==> config.mk <==
export PLATFORM = sky130hd
export DESIGN_NAME = mem_access
export DESIGN_NICKNAME = d
export VERILOG_FILES = /design/src/rtl/mem_access_pkg.sv /design/src/rtl/mem_lane.sv /design/src/rtl/mem_access.sv
export SDC_FILE = /design/constraint.sdc
export NUM_CORES = 1
export LEC_CHECK = 0
export CAP_MARGIN = 20
export CORE_MARGIN = 1
export CORE_UTILIZATION = 41
export DETAILED_ROUTE_END_ITERATION = 10
export PLACE_DENSITY = 0.9
export SLEW_MARGIN = 20
export SYNTH_ARGS = -nofsm -noshare
export SYNTH_HDL_FRONTEND = slang
export SYNTH_SLANG_ARGS = --single-unit
==> constraint.sdc <==
create_clock -name clk -period 2.64 [get_ports clk]
set_input_delay 0.528 -clock clk [delete_from_list [all_inputs] [get_ports clk]]
set_output_delay 0.528 -clock clk [all_outputs]
set_load 0.02 [all_outputs]
==> src/rtl/mem_access_pkg.sv <==
// Shared types for the MEM stage: memory opcodes, FSM states and common constants.
// Imported by mem_lane and mem_access.
package mem_access_pkg;

    typedef enum logic [3:0] {
        MEM_NOP = 4'd0,
        MEM_LB  = 4'd1,
        MEM_LBU = 4'd2,
        MEM_LH  = 4'd3,
        MEM_LHU = 4'd4,
        MEM_LW  = 4'd5,
        MEM_SB  = 4'd6,
        MEM_SH  = 4'd7,
        MEM_SW  = 4'd8
    } mem_op_e;

    typedef enum logic {
        ST_IDLE = 1'b0,
        ST_BUSY = 1'b1
    } mem_state_e;

    localparam int          REG_ADDR_W    = 5;
    localparam int          REG_W         = 32;
    localparam int          SEL_W         = 4;
    localparam logic [31:0] ZERO_WORD     = 32'h0000_0000;
    localparam logic        WRITE_DISABLE = 1'b0;

endpackage

==> src/rtl/mem_lane.sv <==
// Combinational byte-lane logic for the MEM stage: big-endian lane select, store
// replication, load extraction with sign/zero extension and alignment checking.
module mem_lane
    import mem_access_pkg::*;
(
    input  mem_op_e            memop,
    input  logic [1:0]         addr,
    input  logic [REG_W-1:0]   sdata,
    input  logic [REG_W-1:0]   rdata,
    output logic [SEL_W-1:0]   sel,
    output logic [REG_W-1:0]   wdata,
    output logic [REG_W-1:0]   load_data,
    output logic               is_load,
    output logic               is_store,
    output logic               misaligned
);

    logic [7:0]  rbyte;
    logic [15:0] rhalf;

    // Big-endian: byte offset 0 is the most significant lane of the bus word.
    always_comb begin
        rbyte = rdata[31:24];
        case (addr)
            2'd0: rbyte = rdata[31:24];
            2'd1: rbyte = rdata[23:16];
            2'd2: rbyte = rdata[15:8];
            2'd3: rbyte = rdata[7:0];
            default: rbyte = rdata[31:24];
        endcase
        rhalf = addr[1] ? rdata[15:0] : rdata[31:16];
    end

    always_comb begin
        sel        = '0;
        wdata      = ZERO_WORD;
        load_data  = ZERO_WORD;
        is_load    = 1'b0;
        is_store   = 1'b0;
        misaligned = 1'b0;
        case (memop)
            MEM_LB: begin
                is_load   = 1'b1;
                sel       = 4'b1000 >> addr;
                load_data = {{24{rbyte[7]}}, rbyte};
            end
            MEM_LBU: begin
                is_load   = 1'b1;
                sel       = 4'b1000 >> addr;
                load_data = {24'h00_0000, rbyte};
            end
            MEM_LH: begin
                is_load    = 1'b1;
                misaligned = addr[0];
                sel        = addr[1] ? 4'b0011 : 4'b1100;
                load_data  = {{16{rhalf[15]}}, rhalf};
            end
            MEM_LHU: begin
                is_load    = 1'b1;
                misaligned = addr[0];
                sel        = addr[1] ? 4'b0011 : 4'b1100;
                load_data  = {16'h0000, rhalf};
            end
            MEM_LW: begin
                is_load    = 1'b1;
                misaligned = (addr != 2'b00);
                sel        = 4'b1111;
                load_data  = rdata;
            end
            MEM_SB: begin
                is_store = 1'b1;
                sel      = 4'b1000 >> addr;
                wdata    = {4{sdata[7:0]}};
            end
            MEM_SH: begin
                is_store   = 1'b1;
                misaligned = addr[0];
                sel        = addr[1] ? 4'b0011 : 4'b1100;
                wdata      = {2{sdata[15:0]}};
            end
            MEM_SW: begin
                is_store   = 1'b1;
                misaligned = (addr != 2'b00);
                sel        = 4'b1111;
                wdata      = sdata;
            end
            default: begin
            end
        endcase
    end

endmodule

==> src/rtl/mem_access.sv <==
// MEM stage of the 5-stage MIPS pipeline: passes ALU results through and runs a
// req/ack data-bus transaction for loads and stores, stalling upstream until done.
module mem_access
    import mem_access_pkg::*;
#(
    parameter logic [15:0] TIMEOUT = 16'd255
) (
    input  logic                  clk,
    input  logic                  rst,
    input  logic [REG_ADDR_W-1:0] ex_wd,
    input  logic                  ex_wreg,
    input  logic [REG_W-1:0]      ex_wdata,
    input  logic [3:0]            ex_memop,
    input  logic [REG_W-1:0]      ex_maddr,
    input  logic [REG_W-1:0]      ex_sdata,
    output logic [REG_ADDR_W-1:0] mem_wd,
    output logic                  mem_wreg,
    output logic [REG_W-1:0]      mem_wdata,
    output logic                  stall_req,
    output logic                  addr_err,
    output logic                  bus_err,
    output logic                  dbus_req,
    output logic                  dbus_we,
    output logic [REG_W-1:0]      dbus_addr,
    output logic [SEL_W-1:0]      dbus_sel,
    output logic [REG_W-1:0]      dbus_wdata,
    input  logic [REG_W-1:0]      dbus_rdata,
    input  logic                  dbus_ack
);

    localparam logic [15:0] LAST_COUNT = TIMEOUT - 16'd1;

    mem_state_e        state;
    mem_state_e        state_next;
    logic [15:0]       count;
    mem_op_e           memop;
    logic [SEL_W-1:0]  lane_sel;
    logic [REG_W-1:0]  lane_wdata;
    logic [REG_W-1:0]  lane_load;
    logic              is_load;
    logic              is_store;
    logic              misaligned;
    logic              start;
    logic              finish;

    assign memop = mem_op_e'(ex_memop);

    mem_lane u_lane (
        .memop      (memop),
        .addr       (ex_maddr[1:0]),
        .sdata      (ex_sdata),
        .rdata      (dbus_rdata),
        .sel        (lane_sel),
        .wdata      (lane_wdata),
        .load_data  (lane_load),
        .is_load    (is_load),
        .is_store   (is_store),
        .misaligned (misaligned)
    );

    always_ff @(posedge clk) begin
        if (rst) begin
            state <= ST_IDLE;
        end else begin
            state <= state_next;
        end
    end

    // Upstream holds ex_* stable while stalled, so the ack cycle can still extract from them.
    always_comb begin
        state_next = state;
        mem_wd     = ex_wd;
        mem_wreg   = ex_wreg;
        mem_wdata  = ex_wdata;
        stall_req  = 1'b0;
        addr_err   = 1'b0;
        bus_err    = 1'b0;
        start      = 1'b0;
        finish     = 1'b0;
        case (state)
            ST_IDLE: begin
                if (is_load || is_store) begin
                    mem_wreg = WRITE_DISABLE;
                    if (misaligned) begin
                        addr_err = 1'b1;
                    end else begin
                        stall_req  = 1'b1;
                        start      = 1'b1;
                        state_next = ST_BUSY;
                    end
                end
            end
            ST_BUSY: begin
                mem_wreg = WRITE_DISABLE;
                if (dbus_ack) begin
                    finish     = 1'b1;
                    state_next = ST_IDLE;
                    if (is_load) begin
                        mem_wreg  = ex_wreg;
                        mem_wdata = lane_load;
                    end
                end else if (count == LAST_COUNT) begin
                    bus_err    = 1'b1;
                    finish     = 1'b1;
                    state_next = ST_IDLE;
                end else begin
                    stall_req = 1'b1;
                end
            end
            default: begin
                state_next = ST_IDLE;
            end
        endcase
    end

    always_ff @(posedge clk) begin
        if (rst) begin
            dbus_req   <= 1'b0;
            dbus_we    <= 1'b0;
            dbus_addr  <= ZERO_WORD;
            dbus_sel   <= '0;
            dbus_wdata <= ZERO_WORD;
            count      <= 16'd0;
        end else if (start) begin
            dbus_req   <= 1'b1;
            dbus_we    <= is_store;
            dbus_addr  <= {ex_maddr[31:2], 2'b00};
            dbus_sel   <= lane_sel;
            dbus_wdata <= lane_wdata;
            count      <= 16'd0;
        end else if (finish) begin
            dbus_req <= 1'b0;
        end else if (state == ST_BUSY) begin
            count <= count + 16'd1;
        end
    end

endmodule

# Word-level counts from Yosys, hierarchy flattened
# Index checks and enable logic that the tools add are counted.
# totals
ff_bits	85
in_bits	141
out_inout_bits	111
# classes
addsub	1
n_eq_ne	12
shifts	1
n_mux	32
bitwise	2
n_reduce_logical	11
# op_table
op	count
one-hot mux 32 bit (5 select lines)	1
2-to-1 mux 32 bit	3
one-hot mux 32 bit (3 select lines)	1
one-hot mux 8 bit (4 select lines)	1
2-to-1 mux 1 bit	20
adder 16 x 1 -> 16 bit (second input constant)	1
equality test 16 x 8 -> 1 bit (second input constant)	1
equality test 4 x 3 -> 1 bit (second input constant)	4
2-to-1 mux 16 bit	1
one-hot mux 4 bit (3 select lines)	1
OR reduction 3 bit	3
equality test 4 x 2 -> 1 bit (second input constant)	2
one-hot mux 1 bit (2 select lines)	3
OR reduction 5 bit	1
equality test 2 bit (second input constant)	2
equality test 4 x 1 -> 1 bit (second input constant)	1
equality test 4 bit (second input constant)	1
2-to-1 mux 4 bit	1
nonzero test 2 bit	2
OR reduction 2 bit	2
right shift 4 x 2 -> 4 bit (first input constant)	1
equality test 2 x 1 -> 1 bit (second input constant)	1
zero test 2 bit	1
NOT 1 bit	2
other kinds (2)	2

# Logic depth before layout (Yosys ltp)
# Gate-level depths: netlist of the first run.
# logic_depth
ltp_word	7
ltp_mapped	8
depth_no_buf	6

# Modules after synthesis
# A second synthesis of the first run with hierarchy kept.
# unflattened
hier_cells	627
hier_area_um2	4984.8
# modules_own_cells
module	n_inst	cells_per_inst	area_each_um2	seq_area_each_um2
mem_access	1	449	3718.6	1701.6
mem_lane	1	178	1266.2	0.0

# Worst setup path after synthesis of the first run
# OpenSTA, ideal clock, no wires.
# synth_timing
path_type	input to output
startpoint	input port ex_memop[2]
endpoint	output port mem_wdata[14]
arrival_ns	2.175
t_required_ns	2.112
slack_ns	-0.063
stages	7
path_cell_list	buf_4 buf_2 or3b_2 a21boi_2 buf_2 a32oi_1 a21oi_1
# synth_via
elab_chain_cells	6
word_cells_on_any_way	11
# synth_lines
item	line_no	rtl
from (decl)	mem_access.sv:13	input logic [3:0] ex_memop,
equality test 4 x 1 -> 1 bit (tied with other cells)	mem_lane.sv:41	case (memop)
OR reduction 5 bit (no source line)	-	
2-to-1 mux 1 bit	mem_lane.sv:41	
2-to-1 mux 32 bit (*)	mem_access.sv:98	if (is_load) begin
2-to-1 mux 32 bit (*)	mem_access.sv:95	if (dbus_ack) begin
2-to-1 mux 32 bit (*)	mem_access.sv:80	case (state)
to (decl)	mem_access.sv:18	output logic [REG_W-1:0] mem_wdata,
# Mark *: on every way between the ends. The rest lies on a longest branch, timed or not.

# Final worst setup path of the first run
# layout_timing
startpoint	register count[0]
endpoint	output port stall_req
# layout_via
elab_chain_cells	4
# layout_lines
item	line_no	rtl
from (decl)	mem_access.sv:35	logic [15:0] count;
from (signal assigned)	mem_access.sv:134	count <= count + 16'd1;
equality test 16 x 8 -> 1 bit	mem_access.sv:102	end else if (count == LAST_COUNT) begin
2-to-1 mux 1 bit	mem_access.sv:102	
2-to-1 mux 1 bit	mem_access.sv:95	
one-hot mux 1 bit (2 select lines)	mem_access.sv:80	
to (decl)	mem_access.sv:19	output logic stall_req,
# Every way passes these cells.

==> flow_summary_export.csv, run 1 <==
group,metric,value,unit
run_status,status,"finished, violations left",
run_status,violations,"setup timing",
clocking,htreeDepth,3,
cells_and_area,syn_to_final_growth,71.1,%
grt,track_usage,33.4,%
yosys,ys_seq_area_share,33.2,%
yosys,synthCells,597,
placed_design,io_buffers,239,
floorplan,dieArea,13000,um2
critical_path,r2r-start,"count[0]$_SDFFE_PP0P_",
sta,max_freq,0.368,GHz
critical_path,cp.required,2110,ps
min_path,hold_class,"flip-flop to flip-flop",
floorplan,die_x,114,um
routing,wl,22.5,mm
sta,tns,-140,ps
routing,dr.pass1.iters,6,
yosys,synth_cell_types,63,
cells_and_area,fill_cells,895,
placed_design,dp.cells,1028,
critical_path,slowest_delay,600,ps
critical_path,cp_max_fo,4,
critical_path,path_depth,7,
grt,grt-ovfl-total,0,
critical_path,end_kind,"primary output",
sta,post-route-period-util,103,%
critical_path,cp-start-kind,"flip-flop",
sta,slew-limit-headroom,50.9,%
yosys,synthArstFlopShare,0,%
grt,grt_first_pass_wirelength,33.6,mm
clocking,clockBufferDepth,2,
routing,viasPerCell,6.21,
routing,drc,0,
placed_design,dp_hpwl,16.0,mm
critical_path,rrSetupSlack,380,ps
clocking,clkTransAtPathRegs,60,ps
routing,vias,6597,
grt,antenna_found_initial,1,
floorplan,start_util,42.3,%
floorplan,die_h,114,um
yosys,avgSynthCellArea,8.59,um2
critical_path,crit_path_cell_trace,"inv_2 > ha_4 > or4b_4 > or4_4 > nand2_4 > nand2_4 > buf_6",
yosys,ys.flop_type,"dfxtp_1",
critical_path,r2r-end,"count[6]$_SDFFE_PP0P_",
critical_path,cp-endpoint,"stall_req",
clocking,clock_sinks,85,
floorplan,rows,40,
placed_design,place_ws,-939,ps
placed_design,place.gp.congestion,0.938,
cells_and_area,drive_above_1_share,26.8,%
critical_path,slowest_stage,"or4_4",
critical_path,worstSetupPathType,"flip-flop to primary output",
cells_and_area,stdcell_area,8770,um2
sta,fin_crit,2720,ps
grt,grt_max_degree,54,
yosys,syn_area,5130,um2
cells_and_area,fin_nets,1031,
critical_path,crit_buf_inv,2,
sta,finClkSkew,8.37,ps
grt,grt_pass1_vias,6248,
routing,wl_per_cell,21.2,um
cells_and_area,instances_no_fill,1062,
clocking,cts_root_buf,"clkbuf_16",
cells_and_area,fin_util,72.4,%
clocking,cts_tree,"built",
sta,rsz0062_at_grt,"yes",
clocking,clk_latency,340,ps
floorplan,num_io_pins,252,
sta,drv_slew,0,
yosys,synth_seq_cells,85,
critical_path,crit_family,"simple AND/OR/NAND/NOR gates",
sta,setup_ws,-79.9,ps
sta,hold_viol_final,0,
job,cap_violations,0,
yosys,yosys_warnings,0,
routing,drt_iter0_markers,656,
critical_path,worstPathArrival,2190,ps
placed_design,placed_area,8230,um2
critical_path,crit_path_start,"count[0]$_SDFFE_PP0P_",
clocking,ctsHoldBuffers,0,
power_and_ir_drop,p_per_area,449,nW/um2
floorplan,core,12100,um2
sta,setup_violations,2,
power_and_ir_drop,ir_drop,0.340,mV
clocking,numCtsBuffers,9,
critical_path,ff2ff_path_depth,8,
power_and_ir_drop,p_leak,3.35,nW
critical_path,cpMostUsedCell,"nand2_4",
routing,antenna_left,0,
yosys,synth_edf_count,0,
sta,worstMarginPinSlew,733,ps
sequential cells by signal (all words and copies together), names as in the netlist:
name and flops:
dbus_we 1, state 1, dbus_wdata 32, dbus_req 1
count 16, dbus_sel 4, dbus_addr 30
kinds of logic after synthesis:
family	after synthesis	synth area share, %
AO/OA/AOI/OAI	254	34.9
XOR/XNOR	4	0.683
adder cells (fa/ha/maj)	2	0.488
buffers and inverters	83	7.30
flip-flops	85	33.2
multiplexers	17	5.47
other	1	0.0731
AND/OR/NAND/NOR	151	17.9
power by group:
| group | total (mW) | internal, mW | switching, mW |
|---|---|---|---|
| Clock | 1.27 | 0.737 | 0.535 |
| Sequential | 1.41 | 1.36 | 0.0450 |
| Combinational | 1.26 | 0.626 | 0.634 |
layout by cell type, fill, tap and decap left out, types with 17 or more instances in the layout:
cell / Yosys / layout
nand4_1: 35 / 35
a21oi_1: 65 / 54
and3_1: 19 / 18
a211oi_1: 21 / 20
clkdlybuf4s50_1: 0 / 191
o31ai_1: 38 / 38
buf_4: 8 / 119
dfxtp_1: 85 / 83
a31oi_1: 30 / 29
nor2_1: 25 / 22
a22oi_1: 26 / 26
buf_2: 19 / 17
what timing repair did:
action                     4_1_cts  5_1_grt
cloned                           5        0
setup endpoints to repair       59       30
gates resized for setup        241       13
pin swaps                       13        9
setup buffers                   10        3
through the flow:
| stage | hold slack (ps) | total power [mW] |
|---|---|---|
| 5_1_grt | 482 | 4.07 |
| 4_1_cts | 471 | 3.91 |
| 3_5_place_dp | 448 | 2.64 |
| 3_3_place_gp | 442 | 2.61 |
| 6_report | 472 | 3.94 |
| 2_1_floorplan | 465 | 1.99 |
final cells by class:
class | instances | area [um2] | share of cell area (%)
multi-input cells | 430 | 3280 | 37.4
repair buffers | 353 | 3250 | 37.1
flip-flops and latches | 85 | 1700 | 19.4
clock buffers | 11 | 233 | 2.65
well taps | 168 | 210 | 2.40
clock inverters | 5 | 61.3 | 0.699
inverters | 9 | 33.8 | 0.385
diodes | 1 | 2.50 | 0.0285
how the worst min path moves through the flow:
stage / from / end / cells after the start
5_1_grt: dbus_addr[11]$_SDFFE_PP0P_ / dbus_addr[11]$_SDFFE_PP0P_ / 2
3_5_place_dp: dbus_wdata[11]$_SDFFE_PP0P_ / dbus_wdata[11]$_SDFFE_PP0P_ / 1
2_1_floorplan: count[13]$_SDFFE_PP0P_ / count[13]$_SDFFE_PP0P_ / 2
6_report: dbus_addr[11]$_SDFFE_PP0P_ / dbus_addr[11]$_SDFFE_PP0P_ / 2
4_1_cts: dbus_addr[11]$_SDFFE_PP0P_ / dbus_addr[11]$_SDFFE_PP0P_ / 2
3_3_place_gp: dbus_we$_SDFFE_PP0P_ / dbus_we$_SDFFE_PP0P_ / 1
metal layers:
layer / global-route usage (%) / share of wire, % / up-vias
li1: - / - / 2963
met1: 40.6 / 39 / 3180
met2: 56.3 / 49 / 390
met3: 8.50 / 8.6 / 64
met4: 13.6 / 3.3 / 0
met5: 0 / 0 / -
tightest hold or removal path: cells and delay by family (launching register included):
kind	cells	cell delay (ps)
AO/OA/AOI/OAI	2	120
flip-flops	1	310
synthesized netlist by cell type (2+ instances only):
master     number  area, um2
dfxtp_1        85       1700
a21oi_1        65        325
o31ai_1        38        285
clkbuf_1       37        139
nand4_1        35        219
a31oi_1        30        188
a22oi_1        26        195
nor2_1         25       93.8
a211oi_1       21        158
and3_1         19        119
buf_2          19       95.1
a211o_1        17        149
a32oi_1        15        131
nand2_1        11       41.3
inv_1           9       33.8
o21ai_0         9       45.0
or3_1           9       56.3
a22o_1          8       70.1
buf_1           8       30.0
buf_4           8       60.1
mux2_2          8       90.1
mux4_2          8        180
o2bb2ai_1       8       70.1
or4_1           8       60.1
nand3_1         7       35.0
nor2b_1         6       37.5
nand2b_1        4       25.0
nand4b_1        4       35.0
nor4_1          4       25.0
nand3b_1        3       22.5
nor3_1          3       15.0
xnor2_1         3       26.3
a21o_1          2       15.0
ha_1            2       25.0
nor3_2          2       20.0
o211ai_1        2       15.0
o22ai_1         2       12.5
or2_2           2       12.5
Power figures use the tool's default switching activity.
==> run 2: changes to the inputs <==
--- a/config.mk
+++ b/config.mk
@@ -7,9 +7,9 @@
 export LEC_CHECK = 0
 export CAP_MARGIN = 20
 export CORE_MARGIN = 1
-export CORE_UTILIZATION = 41
+export CORE_UTILIZATION = 44
 export DETAILED_ROUTE_END_ITERATION = 10
-export PLACE_DENSITY = 0.9
+export PLACE_DENSITY = 0.95
 export SLEW_MARGIN = 20
 export SYNTH_ARGS = -nofsm -noshare
 export SYNTH_HDL_FRONTEND = slang
==> constraint.sdc (replaced) <==
create_clock -name clk -period 3.2 [get_ports clk]
set_input_delay 0.48 -clock clk [delete_from_list [all_inputs] [get_ports clk]]
set_output_delay 0.48 -clock clk [all_outputs]
set_load 0.02 [all_outputs]
==> flow_summary_export.csv, run 2 (synthesis results as in run 1) <==
group,metric,value,unit
critical_path,end_kind,"primary output",
clocking,htreeDepth,3,
floorplan,start_util,45.1,%
sta,setup_violations,0,
floorplan,die_h,110,um
placed_design,dp.cells,959,
critical_path,slowest_delay,540,ps
sta,slew-limit-headroom,29.2,%
sta,fin_crit,3060,ps
critical_path,cp_max_fo,16,
sta,post-route-period-util,95.7,%
clocking,clk_latency,340,ps
power_and_ir_drop,p_per_area,399,nW/um2
routing,antenna_left,0,
routing,viasPerCell,6.41,
cells_and_area,top_regs,"dbus_wdata: 32 flops, dbus_addr: 30 flops, count: 16 flops",
sta,max_freq,0.326,GHz
grt,grt-ovfl-total,0,
critical_path,crit_buf_inv,3,
clocking,clkTransAtPathRegs,60,ps
clocking,clock_sinks,85,
cells_and_area,largest_reg_flops,32,
routing,drt_iter0_markers,735,
job,cap_violations,0,
grt,grt_pass1_vias,6113,
cells_and_area,final_common_cell,"clkdlybuf4s50_1",
cells_and_area,max_flop_register,"dbus_wdata",
floorplan,rows,39,
grt,grt_first_pass_wirelength,31.0,mm
floorplan,die_x,110,um
sta,worstMarginPinSlew,1060,ps
critical_path,worstPathArrival,2580,ps
routing,dr.pass1.iters,6,
critical_path,cp-start-kind,"input pin",
placed_design,dp_hpwl,15.0,mm
sta,drv_slew,0,
cells_and_area,syn_to_final_growth,58.5,%
grt,antenna_found_initial,0,
sta,hold_viol_final,0,
critical_path,slowest_stage,"clkdlybuf4s50_1",
placed_design,io_buffers,239,
grt,grt_max_degree,54,
routing,drc,0,
routing,wl_per_cell,21.0,um
cells_and_area,instances_no_fill,976,
power_and_ir_drop,p_total,3.25,mW
critical_path,rrSetupSlack,800,ps
critical_path,cp.required,2720,ps
clocking,cts_root_buf,"clkbuf_16",
routing,vias,6255,
critical_path,worstSetupPathType,"input pin to primary output",
clocking,clockBufferDepth,2,
placed_design,place.gp.congestion,0.981,
cells_and_area,drive_above_1_share,12.8,%
clocking,numCtsBuffers,9,
clocking,cts_tree,"built",
routing,wl,20.5,mm
power_and_ir_drop,ir_drop,0.410,mV
critical_path,crit_family,"buffers and inverters",
floorplan,core,11400,um2
sta,rsz0062_at_grt,"no",
power_and_ir_drop,p_leak,3.04,nW
sta,finClkSkew,7.54,ps
grt,track_usage,33.1,%
cells_and_area,layout_common_cells,"202 x clkdlybuf4s50_1, 85 x dfxtp_1, 65 x a21oi_1, 51 x buf_4, 38 x o31ai_1",
min_path,hold_class,"flip-flop to flip-flop",
cells_and_area,fin_nets,971,
cells_and_area,antenna_cells,0,
floorplan,num_io_pins,252,
clocking,ctsHoldBuffers,0,
run_status,status,"complete, no violations",
floorplan,dieArea,12100,um2
critical_path,crit_path_cell_trace,"clkdlybuf4s50_1 > mux4_2 > nor2_1 > a2111oi_4 > buf_12 > a211o_1 > dlygate4sd2_1",
run 2: worst register-to-register path: stages (launching register included):
cell and delay, ps:
dfxtp_1 350, inv_1 100, ha_1 150, or4b_4 480, nor4_2 840, o21ai_0 190, nor3b_1 170
run 2: worst paths after layout:
path,from,end,cells past startpoint
max,ex_maddr[0],mem_wdata[27],7
min,dbus_wdata[14]$_SDFFE_PP0P_,dbus_wdata[14]$_SDFFE_PP0P_,1
max reg2reg,count[0]$_SDFFE_PP0P_,count[15]$_SDFFE_PP0P_,6
min reg2reg,dbus_wdata[14]$_SDFFE_PP0P_,dbus_wdata[14]$_SDFFE_PP0P_,1
run 2: cell type report:
type                            instances  area (um2)
Clock buffer                           10         229
Timing Repair Buffer                  293        2790
Multi-Input combinational cell        430        3100
Fill cell                             826        3240
Tap cell                              143         179
Clock inverter                          6        93.8
Inverter                                9        33.8
Sequential cell                        85        1700
run 2: routing by layer:
| metal | track usage (%) | routed length (um) | vias to the layer above |
|---|---|---|---|
| met4 | 15.3 | 768 | 0 |
| met2 | 53.1 | 9810 | 355 |
| met1 | 41.6 | 8130 | 2978 |
| met5 | 0 | 0 | - |
| li1 | - | - | 2843 |
| met3 | 8.30 | 1740 | 79 |
run 2: where the power goes:
part           switching (mW)  internal (mW)
Clock                   0.441          0.694
Sequential             0.0400           1.12
Combinational           0.486          0.461
Total                   0.967           2.28
run 2: repair_timing:
item                       CTS  global route
setup endpoints to repair   34             0
buffers inserted             1             0
resized for setup           39             0
run 2: stage by stage:
stage	util, %	TNS (ps)	cell area (um2)	setup slack, ps	hold slack (ps)
final	71.5	0	8130	137	464
after floorplan	-	0	5130	593	465
after CTS	71.5	0	8130	176	467
after global placement	68.6	-2610	7800	-159	436
after detailed placement	68.7	-4910	7810	-316	453
after global routing	71.5	0	8130	57.0	490
==> run 3: changes to the inputs <==
--- a/config.mk
+++ b/config.mk
@@ -8,8 +8,10 @@
 export CAP_MARGIN = 20
 export CORE_MARGIN = 1
 export CORE_UTILIZATION = 44
+export CTS_CLUSTER_SIZE = 40
 export DETAILED_ROUTE_END_ITERATION = 10
 export PLACE_DENSITY = 0.95
+export RECOVER_POWER = 25
 export SLEW_MARGIN = 20
 export SYNTH_ARGS = -nofsm -noshare
 export SYNTH_HDL_FRONTEND = slang
==> flow_summary_export.csv, run 3 (synthesis results as in run 1) <==
group,metric,value,unit
power_and_ir_drop,p_sw,0.967,mW
cells_and_area,final_common_cell,"clkdlybuf4s50_1",
critical_path,crit_path_start,"ex_memop[0]",
power_and_ir_drop,p_leak,3.16,nW
critical_path,cp-endpoint,"mem_wdata[5]",
critical_path,end_kind,"primary output",
cells_and_area,drive_above_1_share,12.8,%
cells_and_area,fin_nets,971,
run_status,status,"complete, no violations",
cells_and_area,antenna_cells,0,
min_path,hp-start,"dbus_wdata[14]$_SDFFE_PP0P_",
placed_design,dp_hpwl,15.0,mm
power_and_ir_drop,ir_drop,0.411,mV
clocking,cts_tree,"built",
power_and_ir_drop,p_per_area,398,nW/um2
critical_path,cp_max_fo,15,
floorplan,core,11400,um2
sta,setup_violations,0,
cells_and_area,max_flop_register,"dbus_wdata",
placed_design,place.gp.congestion,0.981,
power_and_ir_drop,seq_power_share,35.9,%
grt,grt_max_degree,54,
sta,hold_ws,458,ps
grt,grt_first_pass_wirelength,31.0,mm
critical_path,cp.required,2720,ps
routing,antenna_left,0,
critical_path,cp-start-kind,"input pin",
routing,viasPerCell,6.39,
floorplan,rows,39,
sta,hold_viol_final,0,
floorplan,die_h,110,um
sta,drv_slew,0,
power_and_ir_drop,intPower,2.27,mW
clocking,clk_latency,340,ps
routing,wl,20.4,mm
routing,vias,6239,
critical_path,rrSetupSlack,800,ps
grt,grt-ovfl-total,0,
cells_and_area,largest_reg_flops,32,
power_and_ir_drop,pwr-share-comb,28.9,%
critical_path,worstSetupPathType,"input pin to primary output",
floorplan,num_io_pins,252,
sta,post-route-period-util,95.5,%
grt,antenna_found_initial,0,
routing,dr.pass1.iters,6,
critical_path,r2r-start,"count[0]$_SDFFE_PP0P_",
sta,finClkSkew,6.95,ps
power_and_ir_drop,p_total,3.23,mW
routing,drt_iter0_markers,715,
routing,wl_per_cell,20.9,um
critical_path,worstPathArrival,2580,ps
floorplan,die_x,110,um
clocking,clkTransAtPathRegs,60,ps
sta,fin_crit,3060,ps
min_path,hold_class,"flip-flop to flip-flop",
power_and_ir_drop,pwr-share-clk,35.1,%
power_and_ir_drop,switching_share,29.9,%
sta,rsz0062_at_grt,"no",
critical_path,ff2ff_path_depth,6,
grt,grt_pass1_vias,6113,
cells_and_area,syn_to_final_growth,58.5,%
clocking,ctsHoldBuffers,0,
clocking,cts_root_buf,"clkbuf_16",
clocking,clockBufferDepth,2,
floorplan,start_util,45.1,%
sta,worstMarginPinSlew,1070,ps
routing,drc,0,
critical_path,r2r-end,"count[6]$_SDFFE_PP0P_",
sta,slew-limit-headroom,28.1,%
clocking,clock_sinks,85,
floorplan,dieArea,12100,um2
cells_and_area,layout_common_cells,"159 x clkdlybuf4s50_1, 85 x dfxtp_1, 65 x a21oi_1, 51 x buf_4, 43 x dlygate4sd3_1",
placed_design,io_buffers,239,
clocking,numCtsBuffers,9,
clocking,htreeDepth,3,
sta,max_freq,0.327,GHz
job,cap_violations,0,
cells_and_area,top_regs,"dbus_wdata: 32 flops, dbus_addr: 30 flops, count: 16 flops",
grt,track_usage,33.1,%
## run 3: per-stage QoR
| step | worst slack (ps) | setup TNS [ps] | area, um2 | cells | util, % |
|---|---|---|---|---|---|
| after floorplan | 593 | 0 | 5130 | 598 | - |
| after global placement | -159 | -2610 | 7800 | 958 | 68.6 |
| after detailed placement | -316 | -4910 | 7810 | 959 | 68.7 |
| after CTS | 176 | 0 | 8130 | 976 | 71.5 |
| after global routing | 57.0 | 0 | 8130 | 976 | 71.5 |
| final | 145 | 0 | 8130 | 976 | 71.5 |
## run 3: worst min path at each step
stage                                        endpoint  cells past startpoint
final                     dbus_wdata[14]$_SDFFE_PP0P_                      1
after global routing             dbus_we$_SDFFE_PP0P_                      1
after CTS                 dbus_wdata[14]$_SDFFE_PP0P_                      1
after detailed placement  dbus_wdata[14]$_SDFFE_PP0P_                      1
after global placement           dbus_we$_SDFFE_PP0P_                      1
after floorplan                count[13]$_SDFFE_PP0P_                      2
## run 3: final cells by class
class | instances | area, um2
fillers | 826 | 3240
flip-flops and latches | 85 | 1700
clock buffers | 10 | 229
well taps | 143 | 179
repair buffers | 293 | 2790
multi-input cells | 430 | 3100
inverters | 9 | 33.8
clock inverters | 6 | 93.8
## run 3: power groups by stage
| stage | sequential (mW) | clock (mW) | combinational, mW |
|---|---|---|---|
| floorplan | 1.26 | 0 | 0.383 |
| global placement | 1.18 | 0 | 0.922 |
| detailed placement | 1.18 | 0 | 0.949 |
| CTS | 1.16 | 1.15 | 0.934 |
| global route | 1.17 | 1.19 | 0.987 |
| finish | 1.16 | 1.14 | 0.936 |
## run 3: critical path, cell delays in order
cell and delay, ps:
clkdlybuf4s50_1 550, or3b_2 520, a21boi_2 200, buf_12 160, a32oi_1 60, a21oi_1 230
dlygate4sd2_1 370
## run 3: layer usage
metal | up-vias | GRT usage [%] | routed length (um)
li1 | 2840 | - | -
met4 | 0 | 15.3 | 785
met3 | 77 | 8.30 | 1720
met2 | 373 | 53.1 | 9750
met1 | 2949 | 41.6 | 8170
met5 | - | 0 | 0
## run 3: what timing repair did
item | 4_1_cts | 5_1_grt
setup buffers | 1 | 0
gates resized for setup | 39 | 0
setup endpoints to repair | 34 | 0
